`config.mk`:
```
export PLATFORM = sky130hd
export DESIGN_NAME = digit_serial_alu_loop
export DESIGN_NICKNAME = d
export VERILOG_FILES = /design/src/rtl/digit_serial_alu_loop.sv
export SDC_FILE = /design/constraint.sdc
export NUM_CORES = 1
export LEC_CHECK = 0
export BUFFER_PORTS_ARGS = -buffer_cell sky130_fd_sc_hd__buf_2
export CORE_ASPECT_RATIO = 0.8
export CORE_UTILIZATION = 55
export DETAILED_ROUTE_END_ITERATION = 8
export GPL_TIMING_DRIVEN = 0
export HOLD_SLACK_MARGIN = 0.08
export PLACE_DENSITY = 0.84
export SYNTH_ARGS = -nofsm -noshare
export SYNTH_HDL_FRONTEND = slang
export SYNTH_SLANG_ARGS = --single-unit
```
`constraint.sdc`:
```
create_clock -name clk -period 8.9 [get_ports clk]
set_input_delay 2.225 -clock clk [delete_from_list [all_inputs] [get_ports clk]]
set_output_delay 2.225 -clock clk [all_outputs]
set_load 0.02 [all_outputs]
```
`src/rtl/digit_serial_alu_loop.sv`:
```
// digit_serial_alu_loop
//   Digit-serial ALU sequencer. One DIGIT_W-bit ALU slice is stepped across
//   the active digits (0..len) of two words, one digit per clock. The slice
//   supports ADD, SUB, AND, OR, XOR, LSHFT and RSHFT. A single flop holds the
//   carry/borrow or the shifted bit between digits. Result digits above len
//   keep the value loaded from preinit_result.
//
//   Ports
//     clk, rst        clock (rising edge), asynchronous active-high reset
//     start           operation request, accepted only in IDLE
//     cmd             0 ADD, 1 SUB, 2 AND, 3 OR, 4 XOR, 5 LSHFT, 6 RSHFT, 7 ADD
//     len             index of the last active digit
//     sign_ext        RSHFT: arithmetic when 1, logical when 0
//     word1, word2    operands A and B (B is unused by the shifts)
//     preinit_result  value for the result digits above len
//     busy            high while digits are being processed
//     done            one-cycle pulse when result/carry_out are valid
//     result          result word, held until the next accepted start
//     carry_out       final carry / no-borrow / shifted-out bit (0 for logic ops)
//
//   Optional feature: define DSA_FLAGS_EN to add zero/neg/ovf status outputs.
//   These update together with done and are held afterwards.
module digit_serial_alu_loop #(
  parameter int  DIGIT_W    = 4,
  parameter int  NUM_DIGITS = 8,
  localparam int WORD_W     = DIGIT_W * NUM_DIGITS,
  localparam int LEN_W      = $clog2(NUM_DIGITS)
) (
  input  logic              clk,
  input  logic              rst,
  input  logic              start,
  input  logic [2:0]        cmd,
  input  logic [LEN_W-1:0]  len,
  input  logic              sign_ext,
  input  logic [WORD_W-1:0] word1,
  input  logic [WORD_W-1:0] word2,
  input  logic [WORD_W-1:0] preinit_result,
  output logic              busy,
  output logic              done,
  output logic [WORD_W-1:0] result,
`ifdef DSA_FLAGS_EN
  output logic              zero,
  output logic              neg,
  output logic              ovf,
`endif
  output logic              carry_out
);

  typedef enum logic [1:0] {S_IDLE, S_RUN, S_DONE} state_e;

  typedef enum logic [2:0] {
    OP_ADD   = 3'd0,
    OP_SUB   = 3'd1,
    OP_AND   = 3'd2,
    OP_OR    = 3'd3,
    OP_XOR   = 3'd4,
    OP_LSHFT = 3'd5,
    OP_RSHFT = 3'd6,
    OP_ADD7  = 3'd7
  } op_e;

  // Digit-indexed view of a word: w[i] is digit i.
  typedef logic [NUM_DIGITS-1:0][DIGIT_W-1:0] word_t;

  state_e           state_q, state_n;
  op_e              cmd_q;
  logic [LEN_W-1:0] len_q;
  logic [LEN_W-1:0] cnt_q;
  word_t            a_q, b_q, result_q;
  logic             carry_q;
  logic             carry_out_q;

  word_t            word1_v;
  logic [DIGIT_W-1:0] a_dig, b_dig, b_eff, digit;
  logic [DIGIT_W:0]   sum;
  logic               carry_n;
  logic               last;
  word_t              result_n;

  assign word1_v = word1;

  // Digit slice plus bookkeeping for the current counter position.
  // NOTE: every always_comb output gets a default before any branch, so no
  // path can leave a variable unassigned and infer a latch.
  always_comb begin
    a_dig    = a_q[cnt_q];
    b_dig    = b_q[cnt_q];
    b_eff    = (cmd_q == OP_SUB) ? ~b_dig : b_dig;
    sum      = {1'b0, a_dig} + {1'b0, b_eff} + (DIGIT_W+1)'(carry_q);
    digit    = '0;
    carry_n  = 1'b0;
    unique case (cmd_q)
      OP_AND: digit = a_dig & b_dig;
      OP_OR:  digit = a_dig | b_dig;
      OP_XOR: digit = a_dig ^ b_dig;
      OP_LSHFT: begin
        digit    = a_dig << 1;
        digit[0] = carry_q;
        carry_n  = a_dig[DIGIT_W-1];
      end
      OP_RSHFT: begin
        digit            = a_dig >> 1;
        digit[DIGIT_W-1] = carry_q;
        carry_n          = a_dig[0];
      end
      default: begin  // ADD, SUB and the cmd=7 alias of ADD
        digit   = sum[DIGIT_W-1:0];
        carry_n = sum[DIGIT_W];
      end
    endcase
    result_n        = result_q;
    result_n[cnt_q] = digit;
    // RSHFT walks from digit len down to 0 so each digit can pull in the
    // bit dropped by the digit above it; everything else walks upwards.
    last = (cmd_q == OP_RSHFT) ? (cnt_q == '0) : (cnt_q == len_q);
  end

  always_comb begin
    state_n = state_q;
    unique case (state_q)
      S_IDLE: if (start) state_n = S_RUN;
      S_RUN:  if (last)  state_n = S_DONE;
      default: state_n = S_IDLE;
    endcase
  end

`ifdef DSA_FLAGS_EN
  logic zero_q, neg_q, ovf_q;
  logic zero_n, ovf_n;

  always_comb begin
    zero_n = 1'b1;
    for (int i = 0; i < NUM_DIGITS; i++) begin
      if (i <= int'(len_q) && result_n[i] != '0) zero_n = 1'b0;
    end
    // Signed overflow: both addends share a sign that the sum does not.
    // Only meaningful on the final (MSB) digit of an ADD/SUB.
    ovf_n = (cmd_q != OP_AND) && (cmd_q != OP_OR) && (cmd_q != OP_XOR) &&
            (cmd_q != OP_LSHFT) && (cmd_q != OP_RSHFT) &&
            (a_dig[DIGIT_W-1] == b_eff[DIGIT_W-1]) &&
            (sum[DIGIT_W-1] != a_dig[DIGIT_W-1]);
  end

  always_ff @(posedge clk or posedge rst) begin
    if (rst) begin
      zero_q <= 1'b0;
      neg_q  <= 1'b0;
      ovf_q  <= 1'b0;
    end else if (state_q == S_RUN && last) begin
      zero_q <= zero_n;
      neg_q  <= result_n[len_q][DIGIT_W-1];
      ovf_q  <= ovf_n;
    end
  end

  assign zero = zero_q;
  assign neg  = neg_q;
  assign ovf  = ovf_q;
`endif

  // NOTE: sequential state uses non-blocking assignments only, so every flop
  // samples pre-edge values regardless of statement order. The operand
  // registers are reset along with the control state, so nothing carries an
  // undefined value out of reset.
  always_ff @(posedge clk or posedge rst) begin
    if (rst) begin
      state_q     <= S_IDLE;
      cmd_q       <= OP_ADD;
      len_q       <= '0;
      cnt_q       <= '0;
      a_q         <= '0;
      b_q         <= '0;
      result_q    <= '0;
      carry_q     <= 1'b0;
      carry_out_q <= 1'b0;
    end else begin
      state_q <= state_n;
      unique case (state_q)
        S_IDLE: begin
          if (start) begin
            cmd_q    <= op_e'(cmd);
            len_q    <= len;
            a_q      <= word1;
            b_q      <= word2;
            result_q <= preinit_result;
            cnt_q    <= (op_e'(cmd) == OP_RSHFT) ? len : '0;
            if (op_e'(cmd) == OP_SUB)
              carry_q <= 1'b1;
            else if (op_e'(cmd) == OP_RSHFT)
              carry_q <= sign_ext & word1_v[len][DIGIT_W-1];
            else
              carry_q <= 1'b0;
          end
        end
        S_RUN: begin
          result_q <= result_n;
          carry_q  <= carry_n;
          if (last)
            carry_out_q <= carry_n;
          else if (cmd_q == OP_RSHFT)
            cnt_q <= cnt_q - LEN_W'(1);
          else
            cnt_q <= cnt_q + LEN_W'(1);
        end
        default: ;
      endcase
    end
  end

  assign busy      = (state_q == S_RUN);
  assign done      = (state_q == S_DONE);
  assign result    = result_q;
  assign carry_out = carry_out_q;

endmodule

```
==> flow_metrics.py, run 1 <==
metrics = {
    "worst_setup_path": {
        "critical_path.endpoint": "result[26]",
        "r2r_slack_ns": 4.14,
        "cp-start-kind": "flip-flop",
        "cp_max_fo": 10,
        "criticalPathCategory": "flip-flop to flip-flop",
        "worst_setup_path_end_kind": "flip-flop",
        "rr_endpoint": "result[26]",
        "r2r_start": "cnt_q[0]",
        "arrival_ns": 4.94,
        "cp-startpoint": "cnt_q[0]",
        "critical_path_required_ns": 9.08,
        "rr_worst_depth": 14,
    },
    "sta": {
        "worst_hold_slack_ns": 0.477,
        "fin_crit_ns": 4.76,
        "setup_ws_ns": 4.14,
        "tightest_slew_ns": 1.37,
        "fin_skew_ns": 0.00887,
        "slew_violations": 0,
        "hold_violations": 0,
        "fmax_mhz": 210,
        "tns_ns": 0,
        "relSlewSlack": 0.0893,
        "setup_viol": 0,
        "finalCritPeriodShare": 0.534,
        "rsz0062_at_grt": "false",
    },
    "routing": {
        "antenna_left": 0,
        "drc": 0,
        "firstDrtPassIters": 5,
        "drtIter0Drc": 522,
        "wl_mm": 16.5,
        "wire_per_inst_um": 17.6,
        "route.vias.total": 5383,
        "vias_per_cell": 5.75,
    },
    "place": {
        "place_worst_setup_slack_ns": 4.21,
        "dp.cells": 920,
        "dpl_cell_area_um2": 6650,
        "portBuffers": 140,
        "dp_hpwl_mm": 12.3,
        "globalplace.congestion": 0.922,
    },
    "pwr": {
        "p_leak_nw": 3.59,
        "p_total_mw": 3.11,
        "vdd_drop_max_mv": 0.245,
        "pwr_density_cell_nw_per_um2": 447,
    },
    "clocking": {
        "clkTransAtPathRegs_ns": 0.08,
        "cts_resized": 0,
        "cts_setup_buffers": 0,
        "clockBufferDepth": 2,
        "numCtsBuffers": 9,
        "cts-root-buf": "clkbuf_16",
        "cts_hold_buf": 0,
        "cts_tree": "done",
        "clkSinkCount": 109,
        "clkLatencyLatePin_ns": 0.36,
        "h-tree-depth": 3,
    },
    "finish": {
        "diodes": 0,
        "area_growth_pct": 20.8,
        "drive_above_1_share": 0.238,
        "fin_area_um2": 6940,
        "post-route-util": 0.702,
        "nets": 915,
        "instances_no_fill": 936,
        "fill_cells": 814,
    },
    "min_path": {
        "hp-class": "flip-flop to flip-flop",
    },
    "run_status": {
        "outcome": "complete, no violations",
    },
    "grt": {
        "grt_pass1_wl_mm": 26.3,
        "antenna_found_initial": 0,
        "grt-ovfl-total": 0,
        "grt.total_usage": 0.324,
        "grt_start_max_net_pins": 72,
        "grt_pass1_vias": 5213,
    },
    "floorplan": {
        "die_area_um2": 10900,
        "fp-row-count": 32,
        "fp.dieH_um": 93.4,
        "coreArea_um2": 9890,
        "io_pins": 141,
        "dieWidth_um": 116,
        "initial_core_util": 0.581,
    },
    "logic_synthesis": {
        "syn-instance-count": 643,
        "ys_seq_area_frac": 0.475,
        "ys_ff_latch": 109,
        "yosys_warnings": 0,
        "syn_avg_cell_area_um2": 8.94,
        "yosys.cell_types.count": 60,
        "synth_fp_nets": 763,
        "synthFlopType": "dfrtp_1",
        "synth_edf_count": 0,
        "async_flop_share": 1.00,
        "syn_area_um2": 5750,
    },
    "run": {
        "maxCapViolations": 0,
    },
}
cells in the final DEF (no fill, tap or decap), types with 11 or more instances in the layout:
cell type	n
o21ai_1	15
dfrtp_1	109
ha_1	11
nand2_1	223
nor2_1	11
a21oi_1	36
and3_1	27
clkbuf_1	28
mux2i_1	11
o21ai_0	19
inv_1	17
buf_2	142
nand3_1	11
layer usage:
metal / global-route usage / vias to the layer above / part of all wire
li1: - / 2484 / -
met4: 0.121 / 0 / 0.027
met2: 0.496 / 257 / 0.46
met3: 0.0668 / 35 / 0.082
met1: 0.454 / 2607 / 0.43
met5: 0 / - / 0
worst min path at each step:
| stage | slack, ns | start | to | depth (start not counted) |
|---|---|---|---|---|
| global placement | 0.45 | b_q[31] | b_q[31] | 2 |
| finish | 0.48 | a_q[16] | a_q[16] | 2 |
| CTS | 0.48 | b_q[5] | b_q[5] | 2 |
| global route | 0.49 | b_q[5] | b_q[5] | 2 |
| detailed placement | 0.46 | b_q[5] | b_q[5] | 2 |
| floorplan | 0.44 | a_q[5] | a_q[5] | 2 |
flip-flops by register name (all words and copies together) (netlist names):
signal,flops
a_q,32
b_q,32
len_q,3
carry_q,1
cmd_q,3
carry_out,1
state_q,2
result,32
cnt_q,3
critical path: stages, from the launching register on:
cell,delay [ns]
dfrtp_1,0.40
buf_6,0.15
buf_6,0.15
buf_4,0.23
clkbuf_1,0.38
mux4_2,0.37
mux2i_1,0.41
xnor2_1,0.19
fa_1,0.24
inv_1,0.06
fa_1,0.39
xor2_1,0.14
nand2_1,0.06
a222oi_1,1.15
o22ai_1,0.25
cells in the mapped netlist, types with 3 or more instances:
cell	number	area share
nand2_1	223	0.15
nand2b_1	10	0.011
a221oi_2	4	0.010
mux2i_1	11	0.019
fa_1	3	0.010
o22ai_1	3	0.0033
o22a_1	3	0.0046
nand3_1	11	0.0096
a211oi_1	3	0.0039
mux2_2	5	0.0098
a221o_1	3	0.0052
o21ai_1	15	0.013
a31oi_1	5	0.0054
nor2b_1	7	0.0076
a21oi_1	36	0.031
nand4_1	5	0.0054
dfrtp_1	109	0.47
a21o_1	3	0.0039
ha_1	11	0.024
buf_6	5	0.0098
xnor2_1	9	0.014
and3_1	27	0.029
o221ai_1	5	0.0076
mux4_2	6	0.024
clkbuf_1	27	0.018
inv_1	18	0.012
nor2_1	11	0.0072
o21ai_0	19	0.017
logic make-up after synthesis:
| kind of cell | share of synthesized area |
|---|---|
| multiplexers | 0.0577 |
| flip-flops | 0.475 |
| XOR/XNOR | 0.0152 |
| AND/OR/NAND/NOR | 0.237 |
| AO/OA/AOI/OAI | 0.136 |
| adder cells (fa/ha/maj) | 0.0344 |
| buffers and inverters | 0.0449 |
area by class of cell:
class / count / area (um^2) / area share
Tap cell: 136 / 170 / 0.0245
Timing Repair Buffer: 141 / 728 / 0.105
Buffer: 37 / 183 / 0.0263
Clock buffer: 10 / 229 / 0.0330
Multi-Input combinational cell: 477 / 2760 / 0.398
Inverter: 20 / 77.6 / 0.0112
Sequential cell: 109 / 2730 / 0.393
Clock inverter: 6 / 65.1 / 0.00937
report_power, final:
| part | internal [mW] | switching, mW |
|---|---|---|
| Clock | 0.199 | 0.200 |
| Sequential | 0.740 | 0.151 |
| Combinational | 0.680 | 1.14 |
| Total | 1.62 | 1.49 |
Note: power is estimated with default switching activity, not from simulation.
==> run 2: changes to the inputs <==
--- a/config.mk
+++ b/config.mk
@@ -7,11 +7,11 @@
 export LEC_CHECK = 0
 export BUFFER_PORTS_ARGS = -buffer_cell sky130_fd_sc_hd__buf_2
 export CORE_ASPECT_RATIO = 0.8
-export CORE_UTILIZATION = 55
+export CORE_UTILIZATION = 54
 export DETAILED_ROUTE_END_ITERATION = 8
 export GPL_TIMING_DRIVEN = 0
 export HOLD_SLACK_MARGIN = 0.08
-export PLACE_DENSITY = 0.84
+export PLACE_DENSITY = 0.83
 export SYNTH_ARGS = -nofsm -noshare
 export SYNTH_HDL_FRONTEND = slang
 export SYNTH_SLANG_ARGS = --single-unit
==> constraint.sdc (replaced) <==
create_clock -name clk -period 4.5 [get_ports clk]
set_input_delay 1.125 -clock clk [delete_from_list [all_inputs] [get_ports clk]]
set_output_delay 1.125 -clock clk [all_outputs]
set_load 0.02 [all_outputs]
==> flow_metrics.py, run 2 (synthesis results as in run 1) <==
metrics = {
    "run_status": {
        "outcome": "complete, no violations",
    },
    "pwr": {
        "combPwrFrac": 0.595,
        "vdd_drop_max_mv": 0.452,
        "p_leak_nw": 3.59,
        "seqPwrFrac": 0.283,
        "p_int_mw": 3.24,
        "p_total_mw": 6.20,
        "pwr_density_cell_nw_per_um2": 893,
        "swShare": 0.477,
        "power.share.clock": 0.122,
        "p_sw_mw": 2.96,
    },
    "sta": {
        "tightest_slew_ns": 0.777,
        "fmax_mhz": 235,
        "fin_crit_ns": 4.26,
        "relSlewSlack": 0.481,
        "hold_violations": 0,
        "fin_skew_ns": 0.0107,
        "rsz0062_at_grt": "false",
        "slew_violations": 0,
        "worst_hold_slack_ns": 0.477,
        "tns_ns": 0,
        "finalCritPeriodShare": 0.946,
        "setup_ws_ns": 0.244,
        "setup_viol": 0,
    },
    "worst_setup_path": {
        "rr_endpoint": "result[31]",
        "r2r_start": "cnt_q[0]",
        "worst_setup_path_end_kind": "flip-flop",
        "criticalPathCategory": "flip-flop to flip-flop",
        "cp_max_fo": 10,
        "r2r_slack_ns": 0.24,
        "rr_worst_depth": 13,
        "arrival_ns": 4.47,
        "cp-start-kind": "flip-flop",
        "critical_path_required_ns": 4.71,
    },
    "finish": {
        "final_cell_mix": "223 x nand2_1, 142 x buf_2, 109 x dfrtp_1, 36 x a21oi_1",
        "area_growth_pct": 20.9,
        "drive_above_1_share": 0.240,
        "diodes": 0,
        "post-route-util": 0.676,
        "final_common_cell": "nand2_1",
        "nets": 916,
    },
    "routing": {
        "drc": 0,
        "wire_per_inst_um": 17.5,
        "drtIter0Drc": 430,
        "wl_mm": 16.4,
        "vias_per_cell": 5.80,
        "route.vias.total": 5462,
        "firstDrtPassIters": 5,
        "antenna_left": 0,
    },
    "floorplan": {
        "die_area_um2": 11100,
        "initial_core_util": 0.559,
        "io_pins": 141,
        "fp-row-count": 33,
        "fp.dieH_um": 94.3,
        "dieWidth_um": 117,
        "coreArea_um2": 10300,
    },
    "grt": {
        "grt_pass1_wl_mm": 26.0,
        "grt.total_usage": 0.307,
        "antenna_found_initial": 0,
        "grt_start_max_net_pins": 62,
        "grt-ovfl-total": 0,
        "grt_pass1_vias": 5181,
    },
    "clocking": {
        "clockBufferDepth": 2,
        "h-tree-depth": 3,
        "numCtsBuffers": 9,
        "cts-root-buf": "clkbuf_16",
        "cts_tree": "done",
        "clkLatencyLatePin_ns": 0.35,
        "cts_hold_buf": 0,
        "clkTransAtPathRegs_ns": 0.08,
        "clkSinkCount": 109,
    },
    "min_path": {
        "hp-start": "a_q[25]",
        "hold_depth": 2,
        "hp-class": "flip-flop to flip-flop",
        "hold_path_end": "a_q[25]",
    },
    "place": {
        "place_worst_setup_slack_ns": -0.290,
        "portBuffers": 140,
        "dp_hpwl_mm": 12.1,
        "globalplace.congestion": 0.867,
    },
    "run": {
        "maxCapViolations": 0,
    },
}
run 2: layout make-up:
cell class / count / area, um^2
fill: 818 / 3340
multi-input combinational: 477 / 2770
sequential: 109 / 2730
timing repair buffer: 142 / 736
clock buffer: 9 / 225
buffer: 37 / 183
tap: 140 / 175
inverter: 20 / 77.6
clock inverter: 7 / 50.0
run 2: per-stage QoR:
step                      area (um^2)  std cells
final                            6950        941
after detailed placement         6650        924
after CTS                        6930        941
after floorplan                  5750        643
after global routing             6950        941
after global placement           6620        923
run 2: worst max-delay path by stage:
stage	start	end	slack [ns]	cells after the start
3_3_place_gp	rst	a_q[1]	-0.60	2
2_1_floorplan	rst	a_q[0]	0.50	1
5_1_grt	cnt_q[0]	result[27]	0.06	13
3_5_place_dp	cnt_q[0]	result[26]	-0.29	14
6_report	cnt_q[0]	result[31]	0.24	13
4_1_cts	cnt_q[0]	result[25]	0.18	13
run 2: power groups by stage:
stage	clock [mW]	combinational (mW)	sequential, mW
3_5_place_dp	0	3.52	1.76
3_3_place_gp	0	3.39	1.74
4_1_cts	0.760	3.59	1.75
5_1_grt	0.789	4.06	1.81
6_report	0.756	3.69	1.76
2_1_floorplan	0	2.38	1.86
run 2: critical path: stages, from the launching register on:
cell and delay [ns]:
dfrtp_1 0.42, buf_6 0.16, buf_6 0.15, buf_4 0.23, clkbuf_1 0.42, mux4_2 0.40, mux2i_1 0.45, xnor2_1 0.17
fa_1 0.42, a21o_1 0.18, a21oi_1 0.22, xnor2_1 0.11, a221oi_2 0.58, o221ai_1 0.19
run 2: what timing repair did:
| item | 4_1_cts | 5_1_grt |
|---|---|---|
| cloned | 0 | 0 |
| setup buffers | 1 | 0 |
| pin swaps | 1 | 0 |
| endpoints found under the setup margin | 8 | 6 |
| gates resized for setup | 0 | 1 |
run 2: metal layers:
| metal | global-route usage | part of all wire |
|---|---|---|
| met5 | 0 | 0 |
| met3 | 0.0492 | 0.079 |
| met2 | 0.504 | 0.46 |
| met4 | 0.109 | 0.031 |
| met1 | 0.415 | 0.43 |
